File: src/rtl/cvp_mem_bridge.sv
// CVP14 memory-side bridge: posted write buffer with read forwarding, and a req/ready/rvalid backing-memory port.
// Optional macro WB_MERGE_EN: core writes to an address already buffered overwrite that entry in place.
module cvp_mem_bridge #(
    parameter int WB_DEPTH = 4,
    parameter int ADDR_W   = 16,
    parameter int DATA_W   = 16
) (
    input  logic              Clk1,
    input  logic              Reset,
    input  logic [ADDR_W-1:0] Addr,
    input  logic              RD,
    input  logic              WR,
    input  logic [DATA_W-1:0] DataOut,
    output logic [DATA_W-1:0] DataIn,
    output logic              RdValid,
    output logic              Stall,
    output logic              Err,
    output logic              mem_req,
    output logic              mem_we,
    output logic [ADDR_W-1:0] mem_addr,
    output logic [DATA_W-1:0] mem_wdata,
    input  logic              mem_ready,
    input  logic              mem_rvalid,
    input  logic [DATA_W-1:0] mem_rdata
);

    localparam int PTR_W = (WB_DEPTH > 1) ? $clog2(WB_DEPTH) : 1;
    localparam int CNT_W = $clog2(WB_DEPTH + 1);

    typedef enum logic [1:0] {S_IDLE, S_WR_ISSUE, S_RD_ISSUE, S_RD_WAIT} state_t;

    state_t            state_q, state_d;
    logic [ADDR_W-1:0] wb_addr_q [WB_DEPTH];
    logic [ADDR_W-1:0] wb_addr_d [WB_DEPTH];
    logic [DATA_W-1:0] wb_data_q [WB_DEPTH];
    logic [DATA_W-1:0] wb_data_d [WB_DEPTH];
    logic [PTR_W-1:0]  head_q, head_d, tail_q, tail_d;
    logic [CNT_W-1:0]  count_q, count_d;
    logic [DATA_W-1:0] data_in_q, data_in_d;
    logic              rd_valid_q, rd_valid_d;
    logic              err_q, err_d;
    logic              mem_req_q, mem_req_d;
    logic              mem_we_q, mem_we_d;
    logic [ADDR_W-1:0] mem_addr_q, mem_addr_d;
    logic [DATA_W-1:0] mem_wdata_q, mem_wdata_d;

    logic              hit;
    logic [DATA_W-1:0] hit_data;
    logic [PTR_W-1:0]  slot;
    logic              rd_only, rd_miss, rd_done, full, pop, push, merge, wr_stall;
    logic [DATA_W-1:0] head_data;
`ifdef WB_MERGE_EN
    logic              merge_hit;
    logic [PTR_W-1:0]  merge_idx;
`endif

    // Scan oldest to youngest so the youngest matching entry ends up selected.
    always_comb begin
        hit      = 1'b0;
        hit_data = '0;
        slot     = '0;
`ifdef WB_MERGE_EN
        merge_hit = 1'b0;
        merge_idx = '0;
`endif
        for (int i = 0; i < WB_DEPTH; i++) begin
            slot = head_q + PTR_W'(i);
            if (CNT_W'(i) < count_q && wb_addr_q[slot] == Addr) begin
                hit      = 1'b1;
                hit_data = wb_data_q[slot];
`ifdef WB_MERGE_EN
                if (!(i == 0 && state_q == S_WR_ISSUE)) begin
                    merge_hit = 1'b1;
                    merge_idx = slot;
                end
`endif
            end
        end
    end

    always_comb begin
        state_d     = state_q;
        wb_addr_d   = wb_addr_q;
        wb_data_d   = wb_data_q;
        head_d      = head_q;
        tail_d      = tail_q;
        count_d     = count_q;
        data_in_d   = data_in_q;
        rd_valid_d  = 1'b0;
        err_d       = err_q;
        mem_req_d   = mem_req_q;
        mem_we_d    = mem_we_q;
        mem_addr_d  = mem_addr_q;
        mem_wdata_d = mem_wdata_q;

        rd_only = RD && !WR;
        rd_miss = rd_only && !hit;
        rd_done = (state_q == S_RD_WAIT) && mem_rvalid;
        full    = (count_q == CNT_W'(WB_DEPTH));
        pop     = (state_q == S_WR_ISSUE) && mem_ready;
`ifdef WB_MERGE_EN
        merge = WR && merge_hit;
`else
        merge = 1'b0;
`endif
        push     = WR && !merge && (!full || pop);
        wr_stall = WR && !merge && full && !pop;

        head_data = wb_data_q[head_q];
`ifdef WB_MERGE_EN
        if (merge) begin
            wb_data_d[merge_idx] = DataOut;
            // Keep the issue latch coherent when the head is overwritten as it launches.
            if (merge_idx == head_q) head_data = DataOut;
        end
`endif
        if (push) begin
            wb_addr_d[tail_q] = Addr;
            wb_data_d[tail_q] = DataOut;
            tail_d            = tail_q + PTR_W'(1);
        end
        if (pop) head_d = head_q + PTR_W'(1);
        if (push && !pop)      count_d = count_q + CNT_W'(1);
        else if (pop && !push) count_d = count_q - CNT_W'(1);

        if (rd_only && hit) begin
            data_in_d  = hit_data;
            rd_valid_d = 1'b1;
        end
        if (RD && WR) err_d = 1'b1;
        if (mem_rvalid && state_q != S_RD_WAIT) err_d = 1'b1;

        case (state_q)
            S_IDLE: begin
                if (rd_miss) begin
                    state_d    = S_RD_ISSUE;
                    mem_req_d  = 1'b1;
                    mem_we_d   = 1'b0;
                    mem_addr_d = Addr;
                end else if (count_q != '0) begin
                    state_d     = S_WR_ISSUE;
                    mem_req_d   = 1'b1;
                    mem_we_d    = 1'b1;
                    mem_addr_d  = wb_addr_q[head_q];
                    mem_wdata_d = head_data;
                end
            end
            S_WR_ISSUE: begin
                if (mem_ready) begin
                    mem_req_d = 1'b0;
                    state_d   = S_IDLE;
                end
            end
            S_RD_ISSUE: begin
                if (mem_ready) begin
                    mem_req_d = 1'b0;
                    state_d   = S_RD_WAIT;
                end
            end
            S_RD_WAIT: begin
                if (mem_rvalid) begin
                    data_in_d  = mem_rdata;
                    rd_valid_d = 1'b1;
                    state_d    = S_IDLE;
                end
            end
            default: state_d = S_IDLE;
        endcase
    end

    always_ff @(posedge Clk1 or posedge Reset) begin
        if (Reset) begin
            state_q     <= S_IDLE;
            for (int i = 0; i < WB_DEPTH; i++) begin
                wb_addr_q[i] <= '0;
                wb_data_q[i] <= '0;
            end
            head_q      <= '0;
            tail_q      <= '0;
            count_q     <= '0;
            data_in_q   <= '0;
            rd_valid_q  <= 1'b0;
            err_q       <= 1'b0;
            mem_req_q   <= 1'b0;
            mem_we_q    <= 1'b0;
            mem_addr_q  <= '0;
            mem_wdata_q <= '0;
        end else begin
            state_q     <= state_d;
            wb_addr_q   <= wb_addr_d;
            wb_data_q   <= wb_data_d;
            head_q      <= head_d;
            tail_q      <= tail_d;
            count_q     <= count_d;
            data_in_q   <= data_in_d;
            rd_valid_q  <= rd_valid_d;
            err_q       <= err_d;
            mem_req_q   <= mem_req_d;
            mem_we_q    <= mem_we_d;
            mem_addr_q  <= mem_addr_d;
            mem_wdata_q <= mem_wdata_d;
        end
    end

    // Miss stall drops in the rvalid cycle itself so the core retires the read on that edge.
    assign Stall     = !Reset && (wr_stall || (rd_miss && !rd_done));
    assign DataIn    = data_in_q;
    assign RdValid   = rd_valid_q;
    assign Err       = err_q;
    assign mem_req   = mem_req_q;
    assign mem_we    = mem_we_q;
    assign mem_addr  = mem_addr_q;
    assign mem_wdata = mem_wdata_q;

endmodule

File: config.mk
export PLATFORM = sky130hd
export DESIGN_NAME = cvp_mem_bridge
export DESIGN_NICKNAME = d
export VERILOG_FILES = /design/src/rtl/cvp_mem_bridge.sv
export SDC_FILE = /design/constraint.sdc
export NUM_CORES = 1
export LEC_CHECK = 0
export CAP_MARGIN = 15
export CORE_MARGIN = 2
export CORE_UTILIZATION = 50
export CTS_BUF_LIST = sky130_fd_sc_hd__clkbuf_16
export CTS_CLUSTER_SIZE = 28
export DETAILED_ROUTE_END_ITERATION = 16
export PLACE_DENSITY = 0.79
export SYNTH_ARGS = -nofsm -noshare
export SYNTH_HDL_FRONTEND = slang
export SYNTH_SLANG_ARGS = --single-unit
File: constraint.sdc
create_clock -name Clk1 -period 12.6 [get_ports Clk1]
set_clock_uncertainty 0.05 [all_clocks]
set_input_delay 3.78 -clock Clk1 [delete_from_list [all_inputs] [get_ports Clk1]]
set_output_delay 3.78 -clock Clk1 [all_outputs]
set_load 0.02 [all_outputs]
==> run summary <==
Sequential fraction of design power: 0.313. During I/O placement, the number of pins put on the boundary was 107. The path class of the tightest hold or removal check is reg -> reg. The start point of the worst min-delay path was mem_we. The number of hold buffers added after CTS was 0. The startpoint of the most critical setup path is Addr[15]. Number of global-route vias before repair: 8937. The flow ran to the end, and the final reports show no timing, DRC or antenna violations. The logs give 0.5136 for the starting density of the core and 1 for the initial antenna violation count. The worst setup path is launched from an input port.

The arithmetic-cell share of the synthesized area counting full adders, half adders and majority gates is 0.01238. The leading area contributor after synthesis was sky130_fd_sc_hd__dfrtp_1. Measured along the y axis, the die boundary spans 159.7 um.

After clock tree synthesis, the setup repair step added 0 buffers. After synthesis, the mean cell area works out to 11.44 um2. The yosys synthesis warning count was 0; the switching power total was 0.001739 W. The number of filler cells placed in the layout was 1889.

After detailed routing, the number of remaining DRC violations is 0. Number of buffers added by the clock tree synthesis step: 17. Timing would allow up to 90.78 MHz. The logs give 1177 for the layout net count and 0.130 for the portion of total power attributed to the clock network. The synthesis-to-layout area growth came out at 14.23%. The data arrival time at the worst-slack endpoint was 7.19 ns. Across all layers, the routed design uses 9193 vias. The tools report the number of library cell types mapped by synthesis as 60. The portion of the post-synthesis area used by sequential elements came out at 0.3900. The compound-gate portion of the synthesized area is 0.1149.

Counting along the longest clock path gives a buffer depth of 2. In the post-synthesis netlist, the biggest area contributors are sky130_fd_sc_hd__dfrtp_1 (39%), sky130_fd_sc_hd__mux2_2 (14%), sky130_fd_sc_hd__mux4_2 (11%). The total area inside the core boundary comes to 0.02361 mm2. The part of the power in combinational logic is 0.557. The site row count is 56.

Once detail routing completed, the nets flagged for antenna violations numbered 0. At the worst endpoint, the required time is 8.77 ns. Of all nets on the critical path, the largest fanout is 35. The floorplan step defined a die boundary enclosing 0.02552 mm2.

In this run the power density over the cells is 298.7 mW/mm2. For this design the static power due to leakage is 5.808 nW. TritonCTS built the clock tree. The share of the synthesized area in the top cell type is 0.3900. Measured along the x axis, the die boundary spans 159.7 um. The count of endpoints failing hold in the final timing report was 0. The combinational family with the most area after synthesis was multiplexers. Dividing the detail-routed via count by the number of cells gives 6.366. The wire length of the first global-routing pass is 51.36 mm.

The portion of the clock cycle consumed by the worst path in the final layout is 0.8743, and the portion of netlist area occupied by mux cells is 0.3169. The fraction of layout cells with a size suffix above 1 is 0.2509, and the post-CTS clock slew at the launch and capture registers of the worst setup and hold paths is 0.07 ns. After routing, the total negative slack on setup checks comes to 0 ns. The fraction of power spent switching nets is 0.4203. The simple-gate share of the synthesized area is 0.08172. Final hold analysis gives a worst-case slack of 0.4524 ns. VDD sags by at most 0.1417 mV. The mapped netlist covers 0.01213 mm2. The share of the synthesized netlist area taken by xor and xnor gates works out to 0.04189.

Entering global routing, the biggest net connects 113 pins. Clock period minus worst slack: 11.02 ns. At the pin with the least slew margin, the transition time is 1.054 ns. Traced cell by cell, the critical path runs through clkdlybuf4s50_1 > xor2_1 > o211ai_1 > or4_1 > or4_1 > buf_4 > and4_4 > nand3_1 > a21oi_1 > clkdlybuf4s50_1.

For the count of final max-slew check failures, the log shows 0. The delay contributed by the slowest stage of the critical path was 0.77 ns; the async set-reset flop share out of synthesis was 1.000. Post-CTS repair changed the size of 0 cells. The tool flagged a number of max-cap violations equal to 0. The logs give 0 for the final global-route overflow total and 0.2546 for the total routing resource utilization after global routing. Wires add up to 31.96 mm.

The number of clock sinks is 189. The tools report the number of DRC markers after the initial detailed-route iteration as 856. The tools report the final weighted congestion in routability-driven placement as 0.8835. Clock tree synthesis selected as its root buffer the cell sky130_fd_sc_hd__clkbuf_16. The slowest stage of the critical path belongs to the cell sky130_fd_sc_hd__clkdlybuf4s50_1.

The wire-length estimate of the detail-placed layout is 21.51 mm. The internal portion of the total power is 0.002399 W. The setup path with the least slack is of type in -> out.

The remaining max-slew budget at the tightest pin came out at 0.2956. The commonest register cell after synthesis is sky130_fd_sc_hd__dfrtp_1. The number of enable-type register cells in the synthesized netlist was 0; the mean routed wirelength per cell was 22.13 um. Synthesis produced 1060 cells.

Input and output buffers added on the ports amount to 106. Setup repair after global routing left no endpoint under its margin. Clock latency on the worst-skew pair, taken at its later pin, is 0.44 ns.

Post-synthesis sequential element count: 189. The startpoint identified for the worst register-to-register timing path is head_q[1]. Setup violations remaining at the end of the flow were counted as 0.

The tools report the H-tree depth reported by CTS as 4. The tools report the kind of capture point of the worst setup path as a primary output. Counting every net in the synthesized netlist gives 1126.

For this run, the detailed router's first-pass iteration total came to 5.
state kept, by name, indices dropped and copies added, names as in the netlist:
signal	cells
RdValid	1
DataIn	16
tail_q	2
mem_req	1
state_q	2
wb_addr_q	64
mem_wdata	16
wb_data_q	64
head_q	2
mem_addr	16
Err	1
count_q	3
mem_we	1
power groups by stage:
stage | combinational (W) | sequential, W | clock [W]
3_5_place_dp | 0.00226 | 0.00129 | 0
2_1_floorplan | 0.00172 | 0.00121 | 0
6_report | 0.00230 | 0.00129 | 0.000540
3_3_place_gp | 0.00221 | 0.00126 | 0
5_1_grt | 0.00247 | 0.00135 | 0.000570
4_1_cts | 0.00228 | 0.00128 | 0.000545
metal layers:
| layer | GRT usage | up-vias | part of all wire |
|---|---|---|---|
| li1 | - | 4090 | - |
| met1 | 0.3725 | 4612 | 0.44 |
| met2 | 0.3766 | 431 | 0.45 |
| met3 | 0.05714 | 60 | 0.086 |
| met4 | 0.08306 | 0 | 0.021 |
| met5 | 0 | - | 0 |
stage by stage:
| step | utilization | instances | area [um2] | power [W] | setup slack (ns) |
|---|---|---|---|---|---|
| 3_5_place_dp | 0.5621 | 1411 | 13270 | 0.003552 | 1.657 |
| 5_1_grt | 0.5865 | 1443 | 13850 | 0.004384 | 1.499 |
| 4_1_cts | 0.5865 | 1443 | 13850 | 0.004111 | 1.630 |
| 2_1_floorplan | - | 1060 | 12130 | 0.002931 | 2.840 |
| 6_report | 0.5866 | 1444 | 13850 | 0.004138 | 1.584 |
| 3_3_place_gp | 0.5621 | 1411 | 13270 | 0.003478 | 1.694 |
Yosys cell counts (19+ instances only):
cell	count
sky130_fd_sc_hd__a21oi_1	41
sky130_fd_sc_hd__and3_1	19
sky130_fd_sc_hd__clkbuf_1	46
sky130_fd_sc_hd__dfrtp_1	189
sky130_fd_sc_hd__inv_1	22
sky130_fd_sc_hd__mux2_2	151
sky130_fd_sc_hd__mux2i_1	64
sky130_fd_sc_hd__mux4_2	58
sky130_fd_sc_hd__nand2_1	60
sky130_fd_sc_hd__nor2_1	56
sky130_fd_sc_hd__o21ai_0	31
sky130_fd_sc_hd__o221ai_1	19
sky130_fd_sc_hd__xnor2_1	37
sky130_fd_sc_hd__xor2_1	21
cells in the final DEF, fill, tap and decap left out, types with 17 or more instances in the layout:
cell,count
sky130_fd_sc_hd__mux2i_1,64
sky130_fd_sc_hd__mux2_2,151
sky130_fd_sc_hd__xor2_1,21
sky130_fd_sc_hd__a2bb2oi_1,18
sky130_fd_sc_hd__o221ai_1,19
sky130_fd_sc_hd__dfrtp_1,187
sky130_fd_sc_hd__nor2_1,56
sky130_fd_sc_hd__o21ai_0,31
sky130_fd_sc_hd__xnor2_1,37
sky130_fd_sc_hd__a21oi_1,41
sky130_fd_sc_hd__clkdlybuf4s50_1,106
sky130_fd_sc_hd__clkbuf_16,17
sky130_fd_sc_hd__nand2_1,60
sky130_fd_sc_hd__mux4_2,58
sky130_fd_sc_hd__inv_1,21
sky130_fd_sc_hd__and3_1,19
logic make-up after synthesis:
family	after synthesis
mux	286
simple gates	208
compound gates	197
flops	189
buf+inv	110
xor+xnor	58
fa+ha+maj	12
worst max-delay path: cells and delay by family:
kind / cells / cell delay, ns
simple gates: 4 / 1.39
xor+xnor: 1 / 0.24
buf+inv: 3 / 1.56
compound gates: 2 / 0.17
area by class of cell:
class                   count  area (um2)  share of cell area
clock inverters            15       152.6             0.01102
clock buffers              17       425.4             0.03071
multi-input cells         761        6885              0.4971
inverters                  23       91.34            0.006594
diodes                      1       2.502           0.0001807
flip-flops and latches    189        4737              0.3420
well taps                 319       399.1             0.02881
repair buffers            119        1159             0.08364
final timing paths:
| check | to | slack, ns | cells past startpoint |
|---|---|---|---|
| worst max-delay path | Stall | 1.58 | 10 |
| max in group asynchronous | mem_addr[10] | 6.96 | 3 |
| worst min register to register | mem_we | 0.45 | 1 |
| min in group asynchronous | mem_wdata[14] | 3.96 | 2 |
| worst min-delay path | mem_we | 0.45 | 1 |
| worst max register to register | mem_wdata[15] | 7.01 | 10 |
No activity file was read; power rests on OpenSTA's default activity.
